## src/rtl/npower_imm_pkg.sv

```systemverilog
// npower_imm_pkg: nPower immediate opcode map, form tags and the immediate decode function
package npower_imm_pkg;
  localparam int MAX_XLEN = 64;
  localparam logic [5:0] OPC_D_1F = 6'b011111;
  localparam logic [5:0] OPC_D_0E = 6'b001110;
  localparam logic [5:0] OPC_D_1C = 6'b011100;
  localparam logic [5:0] OPC_D_18 = 6'b011000;
  localparam logic [5:0] OPC_DS_3A = 6'b111010;
  localparam logic [5:0] OPC_DS_3E = 6'b111110;
  localparam logic [5:0] OPC_DS_13 = 6'b010011;
  localparam logic [5:0] OPC_DSH_0F = 6'b001111;
  localparam logic [5:0] OPC_DZ_19 = 6'b011001;
  typedef enum logic [2:0] {FORM_NONE, FORM_D, FORM_DS, FORM_DSH, FORM_DZ} imm_form_e;
  typedef struct packed {
    imm_form_e form;
    logic illegal;
    logic [MAX_XLEN-1:0] imm;
  } imm_dec_t;
  function automatic imm_dec_t imm_decode(input logic [31:0] instr, input logic en_sh, input logic en_z);
    imm_dec_t d;
    d = '{form: FORM_NONE, illegal: 1'b1, imm: '0};
    case (instr[5:0])
      OPC_D_1F, OPC_D_0E, OPC_D_1C, OPC_D_18:
        d = '{form: FORM_D, illegal: 1'b0, imm: {{48{instr[31]}}, instr[31:16]}};
      OPC_DS_3A, OPC_DS_3E, OPC_DS_13:
        d = '{form: FORM_DS, illegal: 1'b0, imm: {{48{instr[31]}}, instr[31:18], 2'b00}};
      OPC_DSH_0F:
        if (en_sh) d = '{form: FORM_DSH, illegal: 1'b0, imm: {{32{instr[31]}}, instr[31:16], 16'h0000}};
      OPC_DZ_19:
        if (en_z) d = '{form: FORM_DZ, illegal: 1'b0, imm: {48'h0, instr[31:16]}};
      default: ;
    endcase
    return d;
  endfunction
endpackage

```

## src/rtl/imm_skid_buf.sv

```systemverilog
// imm_skid_buf: 2-entry valid/ready register slice (main + skid); ports clk, rst_n, in_valid/in_ready/in_data, out_valid/out_ready/out_data
module imm_skid_buf #(
  parameter int W = 8
) (
  input  logic         clk,
  input  logic         rst_n,
  input  logic         in_valid,
  output logic         in_ready,
  input  logic [W-1:0] in_data,
  output logic         out_valid,
  input  logic         out_ready,
  output logic [W-1:0] out_data
);
  logic         skid_valid;
  logic [W-1:0] skid_data;
  logic         acc_in;
  logic         pop;
  logic         skid_nxt;
  assign acc_in   = in_valid & in_ready;
  assign pop      = !out_valid | out_ready;
  assign skid_nxt = pop ? 1'b0 : (skid_valid | acc_in);
  always_ff @(posedge clk or negedge rst_n) begin
    if (!rst_n) begin
      out_valid  <= 1'b0;
      out_data   <= '0;
      skid_valid <= 1'b0;
      skid_data  <= '0;
      in_ready   <= 1'b0;
    end else begin
      in_ready   <= !skid_nxt;
      skid_valid <= skid_nxt;
      if (pop) begin
        out_valid <= skid_valid | acc_in;
        if (skid_valid) out_data <= skid_data;
        else if (acc_in) out_data <= in_data;
      end else if (acc_in) begin
        skid_data <= in_data;
      end
    end
  end
endmodule

```

## src/rtl/imm_gen_pipe.sv

```systemverilog
// imm_gen_pipe: registered nPower immediate generator; in_valid/in_ready/in_instr in, out_valid/out_ready/out_imm/out_form/out_illegal out
module imm_gen_pipe
  import npower_imm_pkg::*;
#(
  parameter int XLEN       = 64,
  parameter bit EN_SHIFTED = 1'b1,
  parameter bit EN_ZEXT    = 1'b1
) (
  input  logic            clk,
  input  logic            rst_n,
  input  logic            in_valid,
  output logic            in_ready,
  input  logic [31:0]     in_instr,
  output logic            out_valid,
  input  logic            out_ready,
  output logic [XLEN-1:0] out_imm,
  output imm_form_e       out_form,
  output logic            out_illegal
);
  imm_dec_t        dec;
  logic [XLEN+3:0] q;
  assign dec = imm_decode(in_instr, EN_SHIFTED, EN_ZEXT);
  imm_skid_buf #(.W(XLEN + 4)) u_skid (
    .clk      (clk),
    .rst_n    (rst_n),
    .in_valid (in_valid),
    .in_ready (in_ready),
    .in_data  ({dec.form, dec.illegal, dec.imm[XLEN-1:0]}),
    .out_valid(out_valid),
    .out_ready(out_ready),
    .out_data (q)
  );
  assign out_imm     = q[XLEN-1:0];
  assign out_illegal = q[XLEN];
  assign out_form    = imm_form_e'(q[XLEN+3:XLEN+1]);
endmodule

```

## config.mk

```make
export PLATFORM = sky130hd
export DESIGN_NAME = imm_gen_pipe
export DESIGN_NICKNAME = d
export VERILOG_FILES = /design/src/rtl/npower_imm_pkg.sv /design/src/rtl/imm_skid_buf.sv /design/src/rtl/imm_gen_pipe.sv
export SDC_FILE = /design/constraint.sdc
export NUM_CORES = 1
export LEC_CHECK = 0
export ABC_AREA = 1
export BUFFER_PORTS_ARGS = -buffer_cell sky130_fd_sc_hd__clkbuf_2
export CAP_MARGIN = 40
export CORE_MARGIN = 3
export CORE_UTILIZATION = 30
export CTS_CLUSTER_DIAMETER = 120
export DETAILED_ROUTE_END_ITERATION = 6
export PLACE_DENSITY_LB_ADDON = 0.2
export SYNTH_ARGS = -nofsm -noshare
export SYNTH_HDL_FRONTEND = slang
export SYNTH_SLANG_ARGS = --single-unit
```

## constraint.sdc

```tcl
create_clock -name clk -period 2.1 [get_ports clk]
set_input_delay 0.315 -clock clk [delete_from_list [all_inputs] [get_ports clk]]
set_output_delay 0.315 -clock clk [all_outputs]
set_load 0.02 [all_outputs]
```

Yosys cells after proc, flatten, opt, wreduce, memory -nomap -nowiden
Cells that the tools add are included.
- mux-type cells: 4
- reduce and logical (&&, ||, !) cells: 7
- equality and inequality tests: 9
- bitwise operators: 4
- operators by type and width (operator ; number):
    $pmux 68 s4 ; 1
    $mux 68 ; 2
    $eq 6x5->1 const B ; 5
    $eq 6x4->1 const B ; 2
    $eq 6x6->1 const B ; 2
    $reduce_and 2->1 ; 2
    $reduce_or 4->1 ; 1
    $reduce_or 3->1 ; 1
    $logic_not 1->1 ; 2
    $or 1x1->1 ; 2
    $reduce_bool 2->1 ; 1
    $and 1x1->1 ; 1
    $mux 1 ; 1
    $not 1->1 ; 1
- bits in registers: 139
- bits of input ports: 36
- output and inout bits: 70

Depth between registers and ports, before layout
Gate-level depths: netlist of the first run.
- depth after elaboration: 5
- depth in mapped cells: 11

Cells and area by module
A second synthesis of the first run with hierarchy kept.
- cell total of the unflattened synthesis: 917
- area, all modules: 6836.6 um2
- modules (own cells, without submodules) (module ; cells an instance ; area each (um2) ; times used):
    imm_skid_buf ; 812 ; 6164.7 ; 1
    imm_gen_pipe ; 105 ; 671.9 ; 1

Least setup slack after synthesis of the first run
OpenSTA, ideal clock, no wires.
- kind: register to output
- from: register u_skid.out_data[63] (netlist name)
- to: output out_imm[32]
- required time: 1.785 ns
- buffers on the path: 1
- stages on the path, launching flop included: 2
- slack: 0.610 ns
- data arrival time: 1.175 ns
- cells stage by stage: dfrtp_1 buf_4
- RTL lines (item ; RTL line ; text):
    end: declaration ; imm_gen_pipe.sv:16 ; output logic [XLEN-1:0] out_imm,

Final worst setup path of the first run
- from: register u_skid.out_valid
- to: register u_skid.out_data[66]
- longest elaborated chain between the ends: 3
- ends and longest elaborated chain (item ; RTL line ; text):
    start: declaration ; imm_skid_buf.sv:10 ; output logic out_valid,
    start signal: assignment ; imm_skid_buf.sv:33 ; out_valid <= skid_valid | acc_in;
    $logic_not 1->1 ; imm_skid_buf.sv:20 ; assign pop = !out_valid | out_ready;
    $or 1x1->1 ; imm_skid_buf.sv:20 ;
    $reduce_and 2->1 (no source line) ; -- ;
    end signal: assignment ; imm_skid_buf.sv:34 ; if (skid_valid) out_data <= skid_data;
    end signal: assignment ; imm_skid_buf.sv:35 ; else if (acc_in) out_data <= in_data;
    end: declaration ; imm_skid_buf.sv:12 ; output logic [W-1:0] out_data
Every way passes these cells.
A chain may end at the register's enable or synchronous reset.

==> run metrics, run 1 <==
Fin Clk Skew=0.004885 ns; leading area contributor after synthesis=dfrtp_1; leakage=2.608 nW; DR iter-0 viols=212; Slowest Stage Delay on Critical Path=0.54 ns; gr ovfl total=0; vias per inst=4.661; status=completed; initial antenna violation count=0; Final setup viols=0; DR WL/cell=between 10 and 15 µm; Data required, critical path=2.35 ns; Detailed Route WL=about 10 mm; Post-Syn Instances=498; fillcell total=about 1.3k; FFs w/ async S/R, synth=100.0%; GRT Total Usage=14.66%; CTS tree=done; via count=3393; Clock Sink Count=75; Antenna Nets Post-Route=0; worst path arrival time=1.87 ns; total die area=0.01409 mm²; CP Class=reg -> reg; PwrDens=1072 mW/mm²; HPWL after DPL=6.580 mm; row count=40; first-pass GRT wire length=16.70 mm; sequential area share after synthesis=49.24%; Initial Util=31.21%; RD Place Congestion=0.8137; clock-pin slew on the worst setup and hold paths=0.05 ns; max_cap viols=0; share of layout cells above drive strength 1=22.86%; synth top area cells=dfrtp_1 (49%), nand2_1 (17%), buf_4 (6.7%); # port buffers=95; Syn Area/Cell=about 7.7 µm²; Peak Freq=approximately 600 MHz; total core area=0.01221 mm²; chip width=about 120 µm; DIE HEIGHT=118.7 µm; synth warn=0; Critical-path top delay cell=inv_1; postcts setup bufs=0; total CTS buffers=9; ys flop type=dfrtp_1; syn_nets=534; Mapped Area=0.003811 mm²; RSZ-0062 raised after global routing=no; worst skew pair latency=0.33 ns; H-tree level count=3; cells along the critical path=inv_1, nor2_1, inv_1, nand2_2, inv_1, o21ai_0, o21ai_0; synth cell count leaders=nand2_1 (171), dfrtp_1 (75), nor2_1 (59); pins over their slew limit=0; Hold/Removal Path Class=in -> reg; vias in the first global route=3192; largest net degree at the start of global routing=53; Crit path max-delay family=buffers and inverters; final hold violation count=0; Yosys top cell area share=approximately 50%; post-layout util=37.62%; critical path endpoint category=flip-flop; Bufs on Longest Clock Path=2; Tcrit/Tclk final=between 70% and 80%; synthesized flop and latch total=75; post-synthesis cell type count=21; # IOs=106; R2R setup slack=0.48 ns; leading cell type by number of instances after synthesis=nand2_1; Antenna Cells=0; cts repair resizes=0; Setup Total Neg Slack=0 ns; critical path peak fanout=20; min cycle time layout=1.619 ns; nets@finish=around 590; Slew headroom=about half; Critical Path Most Common Cell=inv_1; post-route DRC violation count=0; Root Buffer=clkbuf_16; drt first pass iters=4; Worst-Margin Slew=0.7277 ns; P&R area growth vs syn=20.55%; CP Buf/Inv Count=3; VDD IR max=0.3442 mV; Startpoint Class=flip-flop; number of synthesized flops with an enable pin=0
power by group:
| group | leakage (nW) | internal [mW] | switching (mW) |
|---|---|---|---|
| combinational | 1.46 | 0.416 | 0.930 |
| clock | 0.166 | 1.19 | 0.584 |
| sequential | 0.978 | 1.68 | 0.127 |
| total | 2.61 | 3.28 | 1.64 |
worst min-delay path, stage by stage:
cell and delay [ns]:
clkbuf_2 0.09, a21oi_1 0.09, nand2_1 0.05
through the flow:
stage / cells / total power, mW / area (µm²) / setup slack (ns) / hold slack [ns]
after floorplan: 498 / 2.849 / 3811 / 0.6098 / 0.01941
after global placement: 712 / 3.179 / 4243 / 0.4337 / 0.2774
after detailed placement: 712 / 3.193 / 4243 / 0.3397 / 0.2818
after CTS: 728 / 4.986 / 4594 / 0.4485 / 0.2402
after global routing: 728 / 5.184 / 4594 / 0.2640 / 0.2732
final: 728 / 4.924 / 4594 / 0.4813 / 0.2490
area by class of cell:
| class | count | area (µm²) | area share [%] |
|---|---|---|---|
| well taps | 168 | 210.2 | 4.575 |
| repair buffers | 106 | 600.6 | 13.07 |
| inverters | 20 | 75.07 | 1.634 |
| flip-flops and latches | 75 | 1877 | 40.85 |
| clock inverters | 4 | 98.84 | 2.151 |
| multi-input cells | 344 | 1490 | 32.43 |
| clock buffers | 11 | 242.7 | 5.283 |
placed cells by master (no fill, tap or decap), drive strengths merged, types with 2 or more instances in the layout:
cell type | netlist | layout
nand3 | 41 | 41
nor2 | 60 | 60
buf | 46 | 11
nor3 | 2 | 2
clkbuf | 13 | 105
o21ai | 7 | 7
bufinv | 0 | 3
clkinv | 4 | 5
inv | 16 | 16
dfrtp | 75 | 75
nand4 | 18 | 18
nand2 | 174 | 174
a21oi | 40 | 40
registers in the layout, indices dropped and copies added (netlist names):
register           flops
u_skid.in_ready        1
u_skid.out_data       36
u_skid.out_valid       1
u_skid.skid_data      36
u_skid.skid_valid      1
final timing paths:
| check | start | cells after the start | end |
|---|---|---|---|
| setup / recovery | u_skid.out_valid | 7 | u_skid.out_data[66] |
| max in group asynchronous | rst_n | 3 | u_skid.out_data[2] |
| hold reg to reg | u_skid.out_data[30] | 2 | u_skid.out_data[30] |
| min in group asynchronous | rst_n | 2 | u_skid.out_data[23] |
| hold / removal | in_valid | 3 | u_skid.out_valid |
| setup reg to reg | u_skid.out_valid | 7 | u_skid.out_data[66] |
routing by layer:
| metal | up-vias | global-route usage, % | part of all wire (%) |
|---|---|---|---|
| li1 | 1684 | - | - |
| met2 | 108 | 22.02 | 45 |
| met1 | 1589 | 21.06 | 48 |
| met5 | - | 0 | 0 |
| met3 | 12 | 2.201 | 6.0 |
| met4 | 0 | 6.010 | 1.6 |
what timing repair did:
action,CTS,global route
endpoints found under the hold margin,30,0
hold buffers,1,0
endpoints found under the setup margin,0,0
logic make-up (layout without fill, tap and decap cells):
kind of cell / count (synthesis) / count (layout) / synth area share [%]
buf+inv: 79 / 141 / 11.85
simple gates: 296 / 296 / 32.27
flops: 75 / 75 / 49.24
compound gates: 48 / 48 / 6.632
No activity file was read; power rests on OpenSTA's default activity.
==> run 2: changes to the inputs <==
--- a/config.mk
+++ b/config.mk
@@ -5,7 +5,7 @@
 export SDC_FILE = /design/constraint.sdc
 export NUM_CORES = 1
 export LEC_CHECK = 0
-export ABC_AREA = 1
+export ABC_AREA = 0
 export BUFFER_PORTS_ARGS = -buffer_cell sky130_fd_sc_hd__clkbuf_2
 export CAP_MARGIN = 40
 export CORE_MARGIN = 3
==> constraint.sdc (replaced) <==
create_clock -name clk -period 1.7 [get_ports clk]
set_input_delay 0.255 -clock clk [delete_from_list [all_inputs] [get_ports clk]]
set_output_delay 0.255 -clock clk [all_outputs]
set_load 0.02 [all_outputs]
==> run metrics, run 2 <==
status=completed; Antenna Cells=0; XOR/XNOR Fraction of Synth Area=less than 1%; Hold/Removal Path Class=in -> reg; # IOs=between 100 and 150; mux share of post-synthesis cell area=0%; Global Route met3 Usage=2.498%; P&R area growth vs syn=23.27%; GRT Total Usage=between 10% and 20%; ys flop type=dfrtp_1; CP Class=reg -> reg; synth top area cells=dfrtp_1 (48%), nand2_1 (8.4%), buf_4 (6.7%); chip width=120 µm; synth cell count leaders=nand2_1 (87), dfrtp_1 (75), o21ai_0 (36); critical path endpoint category=flip-flop; H-tree level count=3; Data required, critical path=slightly below 2 ns; Peak Freq=652.4 MHz; row count=41; nets@finish=546; Hold Path Depth=3; Critical-path top delay cell=dfrtp_1; largest net degree at the start of global routing=55; vias in the first global route=around 3.3k; HPWL after DPL=7.217 mm; Detailed Route WL=10.54 mm; Final Power=5.791 mW; Initial Util=roughly 31%; DR iter-0 viols=around 270; Mapped Area=0.003899 mm²; leakage=between 2 and 2.5 nW; syn_nets=470; Critical Path Most Common Cell=buf_4; GRT busiest layer=met2; largest family of logic cells by synthesized area=simple AND/OR/NAND/NOR gates; final hold violation count=0; postcts setup bufs=0; worst r2r path cells=5; FFs w/ async S/R, synth=100.0%; post-synthesis cell type count=45; Syn Area/Cell=8.983 µm²; worst skew pair latency=0.33 ns; commonest non-fill, non-tap cell in the layout=clkbuf_2; share of layout cells above drive strength 1=~30%; Hold Path Origin=in_instr[29]; Bufs on Longest Clock Path=2; synth warn=0; max_cap viols=0; total die area=0.01440 mm²; Root Buffer=clkbuf_16; leading cell type by number of instances after synthesis=nand2_1; Synth Area in Compound Gates=16.78%; min cycle time layout=1.533 ns; fillcell total=approximately 1.3k; VDD IR max=0.5608 mV; pins over their slew limit=0; Yosys top cell area share=roughly half; Fin Clk Skew=0.007049 ns; sink of the worst hold path=u_skid.skid_data[13]; Antenna Nets Post-Route=0; total core area=0.01267 mm²; Slowest Stage Delay on Critical Path=around 0.36 ns; Slew headroom=49.25%; final instance area=0.004806 mm²; # port buffers=95; PwrDens=1205 mW/mm²; most frequent cells in the layout=clkbuf_2 (94), nand2_1 (87), dfrtp_1 (75), o21ai_0 (36), buf_4 (33); biggest registers after layout=u_skid.out_data x36, u_skid.skid_data x36; placed cell areas=around 0.0045 mm²; post-route DRC violation count=0; sequential area share after synthesis=roughly half; Seq. cell area=0.001877 mm²; total CTS buffers=9; critical path peak fanout=39; GR Util met1=20.55%; vias per inst=4.825; leading area contributor after synthesis=dfrtp_1; initial antenna violation count=0; cells along the critical path=nor2b_2, buf_4, nand3_1, buf_4, o31ai_1; Final setup viols=0; R2R setup slack=roughly 0.17 ns; Worst-Margin Slew=0.7577 ns; post-layout util=37.93%; Clock Sink Count=between 70 and 80; number of synthesized flops with an enable pin=0; multi-input logic area=0.001618 mm²; Post-Synth Adder-Cell Area=0%; Tcrit/Tclk final=90.17%; gr ovfl total=0; clock-pin slew on the worst setup and hold paths=0.06 ns; worst r2r src=u_skid.out_valid; RSZ-0062 raised after global routing=no; RD Place Congestion=0.7796; via count=3315; met2 track utilization from global routing=25.08%; worst path arrival time=1.77 ns; reg2reg end=u_skid.skid_data[64]; DR WL/cell=15.35 µm; Startpoint Class=flip-flop; CTS tree=done; Post-Syn Instances=434; Setup Total Neg Slack=0 ns; first-pass GRT wire length=17.55 mm; DIE HEIGHT=between 100 and 150 µm; Synth Area in Simple Gates=between 20% and 30%; synthesized flop and latch total=75; drt first pass iters=4
-- run 2: changes by cell type after synthesis, sizes merged, moves of 6 or more --
cell / delta
nand3: -19
nand3b: +29
clkbuf: +7
o211ai: +6
nor2: -37
o21ai: +33
a21oi: -19
nand4: -16
a31oi: +19
inv: -14
nand2: -87
a21boi: +12
-- run 2: how the worst max path moves through the flow --
stage / start / end / slack, ns / depth (start not counted)
floorplan: u_skid.out_valid / u_skid.out_data[21] / 0.04 / 6
global placement: in_instr[3] / u_skid.out_data[9] / -0.08 / 6
detailed placement: in_instr[3] / u_skid.out_data[11] / -0.1 / 6
CTS: u_skid.out_valid / u_skid.skid_data[64] / 0.05 / 5
global route: u_skid.out_valid / u_skid.skid_data[64] / 0.02 / 5
finish: u_skid.out_valid / u_skid.skid_data[64] / 0.17 / 5
-- run 2: metrics by stage --
stage               hold slack (ns)  setup slack [ns]  std cells
floorplan                  -0.04059           0.03736        434
global placement             0.2023          -0.08068        670
detailed placement           0.2025          -0.09880        670
CTS                          0.1709           0.05016        687
global route                 0.2070           0.02072        687
finish                       0.1849            0.1671        687
-- run 2: final cells by class --
cell class	instances	share of cell area [%]
Clock buffer	12	5.129
Timing Repair Buffer	130	15.99
Multi-Input combinational cell	292	33.66
Clock inverter	4	1.536
Inverter	2	0.1562
Sequential cell	75	39.05
Tap cell	172	4.478
-- run 2: routing by layer --
layer / vias to the layer above / routed length, µm
met2: 89 / 5176
met5: - / 0
met1: 1591 / 4689
met3: 13 / 493
li1: 1622 / -
met4: 0 / 184
-- run 2: worst max-delay path, delay by kind of cell (launching register included) --
| family | cells | cell delay, ns |
|---|---|---|
| AND/OR/NAND/NOR | 2 | 0.32 |
| buffers and inverters | 2 | 0.45 |
| flip-flops | 1 | 0.36 |
| AO/OA/AOI/OAI | 1 | 0.28 |
-- run 2: timing repair --
| item | 4_1_cts | 5_1_grt |
|---|---|---|
| hold buffers | 1 | 0 |
| gates resized for setup | 0 | 1 |
| endpoints found under the setup margin | 0 | 32 |
| hold endpoints to repair | 24 | 0 |
-- run 2: kinds of logic after synthesis --
logic type             after synthesis
AO/OA/AOI/OAI                      107
flip-flops                          75
buffers and inverters               67
AND/OR/NAND/NOR                    183
XOR/XNOR                             2
-- run 2: power by group --
group | internal, mW | switching (mW) | total [mW]
clock | 1.33 | 0.707 | 2.03
sequential | 2.08 | 0.172 | 2.25
combinational | 0.518 | 0.989 | 1.51
==> run 3: changes to the inputs <==
--- a/config.mk
+++ b/config.mk
@@ -5,13 +5,14 @@
 export SDC_FILE = /design/constraint.sdc
 export NUM_CORES = 1
 export LEC_CHECK = 0
-export ABC_AREA = 0
+export ABC_AREA = 1
 export BUFFER_PORTS_ARGS = -buffer_cell sky130_fd_sc_hd__clkbuf_2
 export CAP_MARGIN = 40
 export CORE_MARGIN = 3
 export CORE_UTILIZATION = 30
 export CTS_CLUSTER_DIAMETER = 120
 export DETAILED_ROUTE_END_ITERATION = 6
+export MAX_ROUTING_LAYER = met4
 export PLACE_DENSITY_LB_ADDON = 0.2
 export SYNTH_ARGS = -nofsm -noshare
 export SYNTH_HDL_FRONTEND = slang
==> run metrics, run 3 (synthesis gave the netlist of run 1 again) <==
H-tree level count=3; Slew headroom=73.72%; post-route DRC violation count=0; PwrDens=1241 mW/mm²; Hold Path Depth=3; sink of the worst hold path=u_skid.skid_data[11]; gr ovfl total=0; leakage=approximately 2.6 nW; Detailed Route WL=10.08 mm; Clock Sink Count=75; fillcell total=1349; reg2reg end=u_skid.skid_data[9]; Hold/Removal Path Class=in -> reg; status=completed; Hold Path Origin=in_instr[27]; CTS tree=done; VDD IR max=0.4351 mV; DR iter-0 viols=220; via count=around 3.5k; first-pass GRT wire length=16.38 mm; Antenna Cells=0; nets@finish=600; Fin Clk Skew=0.006694 ns; Final Power=around 5.8 mW; share of layout cells above drive strength 1=24.25%; Antenna Nets Post-Route=0; Startpoint Class=flip-flop; worst skew pair latency=0.34 ns; HPWL after DPL=6.809 mm; max_cap viols=0; DR WL/cell=13.68 µm; row count=40; initial antenna violation count=0; P&R area growth vs syn=21.67%; multi-input logic area=between 0.001 and 0.0015 mm²; critical path endpoint category=flip-flop; placed cell areas=0.004340 mm²; worst r2r path cells=7; Tcrit/Tclk final=86.22%; Critical Path Most Common Cell=nand3_1; Seq. cell area=between 0.0015 and 0.002 mm²; setup slack at placement=0.1100 ns; min cycle time layout=1.466 ns; worst path arrival time=1.69 ns; most frequent cells in the layout=nand2_1 (170), clkbuf_2 (94), dfrtp_1 (75), nor2_1 (59), nand3_1 (41); post-layout worst setup margin=0.2343 ns; DIE HEIGHT=118.7 µm; Initial Util=between 30 and 40%; final hold violation count=0; total die area=~0.014 mm²; RD Place Congestion=between 0.8 and 0.9; critical path peak fanout=27; cts repair resizes=0; Data required, critical path=1.93 ns; cells along the critical path=inv_1, nor2_1, nand3_1, clkinv_1, buf_12, nand3_1, nand2_1; Root Buffer=clkbuf_16; Setup Total Neg Slack=0 ns; largest net degree at the start of global routing=52; vias per inst=approximately 4.7; Peak Freq=about 680 MHz; R2R setup slack=roughly 0.23 ns; Slowest Stage Delay on Critical Path=0.38 ns; worst r2r src=u_skid.out_valid; worst hold slack=0.1838 ns; Bufs on Longest Clock Path=2; # IOs=106; biggest registers after layout=u_skid.out_data x36, u_skid.skid_data x36; CP Class=reg -> reg; chip width=between 100 and 150 µm; Critical-path top delay cell=dfrtp_1; Worst-Margin Slew=0.3942 ns; RSZ-0062 raised after global routing=no; final instance area=between 0.004 and 0.005 mm²; commonest non-fill, non-tap cell in the layout=nand2_1; total core area=approximately 0.012 mm²; Final setup viols=0; drt first pass iters=5; total CTS buffers=9; # port buffers=95; GRT Total Usage=around 15%; vias in the first global route=3157; pins over their slew limit=0; clock-pin slew on the worst setup and hold paths=~0.070 ns
==> run 3: changes by cell type in the layout (fill, tap and decap cells not counted), moves of 15 or more <==
cell,before,now
a21oi_1,20,40
a31oi_1,20,1
buf_4,33,13
nand2_1,87,170
nand3_1,21,41
nand3b_1,30,1
nand4_1,2,17
nor2_1,21,59
o21ai_0,36,6
==> run 3: worst max-delay path, delay by kind of cell, from the launching register on <==
kind                   cells  cell delay [ns]
buffers and inverters      3             0.68
flip-flops                 1             0.38
AND/OR/NAND/NOR            4             0.29
==> run 3: final cells by class <==
cell class,count,share of cell area [%]
tap,168,4.533
sequential,75,40.47
multi-input combinational,344,32.14
timing repair buffer,114,15.06
clock buffer,9,4.857
clock inverter,7,1.322
inverter,20,1.619
==> run 3: report_power, final <==
part	leakage (nW)	internal [mW]	total (mW)	switching (mW)
registers	0.978	2.07	2.23	0.161
logic	1.51	0.538	1.69	1.15
clock network	0.140	1.02	1.83	0.817
==> run 3: routing by layer <==
layer / routed length [µm] / track usage [%] / vias to the layer above
met5: 0 / - / -
met2: 4548 / 21.88 / 121
met3: 507 / 2.344 / 16
li1: - / - / 1695
met1: 4818 / 20.36 / 1620
met4: 208 / 5.503 / 0
==> run 3: repair_timing <==
action / in CTS / in global routing
setup buffers: 0 / 0
setup endpoints to repair: 0 / 0
hold buffers: 1 / 0
hold endpoints to repair: 21 / 0
==> run 3: metrics by stage <==
step | util, % | std cells
2_1_floorplan | - | 498
3_3_place_gp | 35.54 | 720
3_5_place_dp | 35.54 | 720
4_1_cts | 37.97 | 737
5_1_grt | 37.97 | 737
6_report | 37.97 | 737
==> run 3: worst max-delay path by stage <==
stage / startpoint / end / slack, ns / cells past startpoint
2_1_floorplan: u_skid.out_data[63] / out_imm[32] / 0.27 / 1
3_3_place_gp: in_instr[5] / u_skid.out_data[22] / 0.15 / 9
3_5_place_dp: in_instr[1] / u_skid.out_data[25] / 0.11 / 12
4_1_cts: u_skid.out_data[63] / out_imm[51] / 0.25 / 2
5_1_grt: u_skid.out_valid / u_skid.skid_data[12] / 0.14 / 7
6_report: u_skid.out_valid / u_skid.skid_data[9] / 0.23 / 7
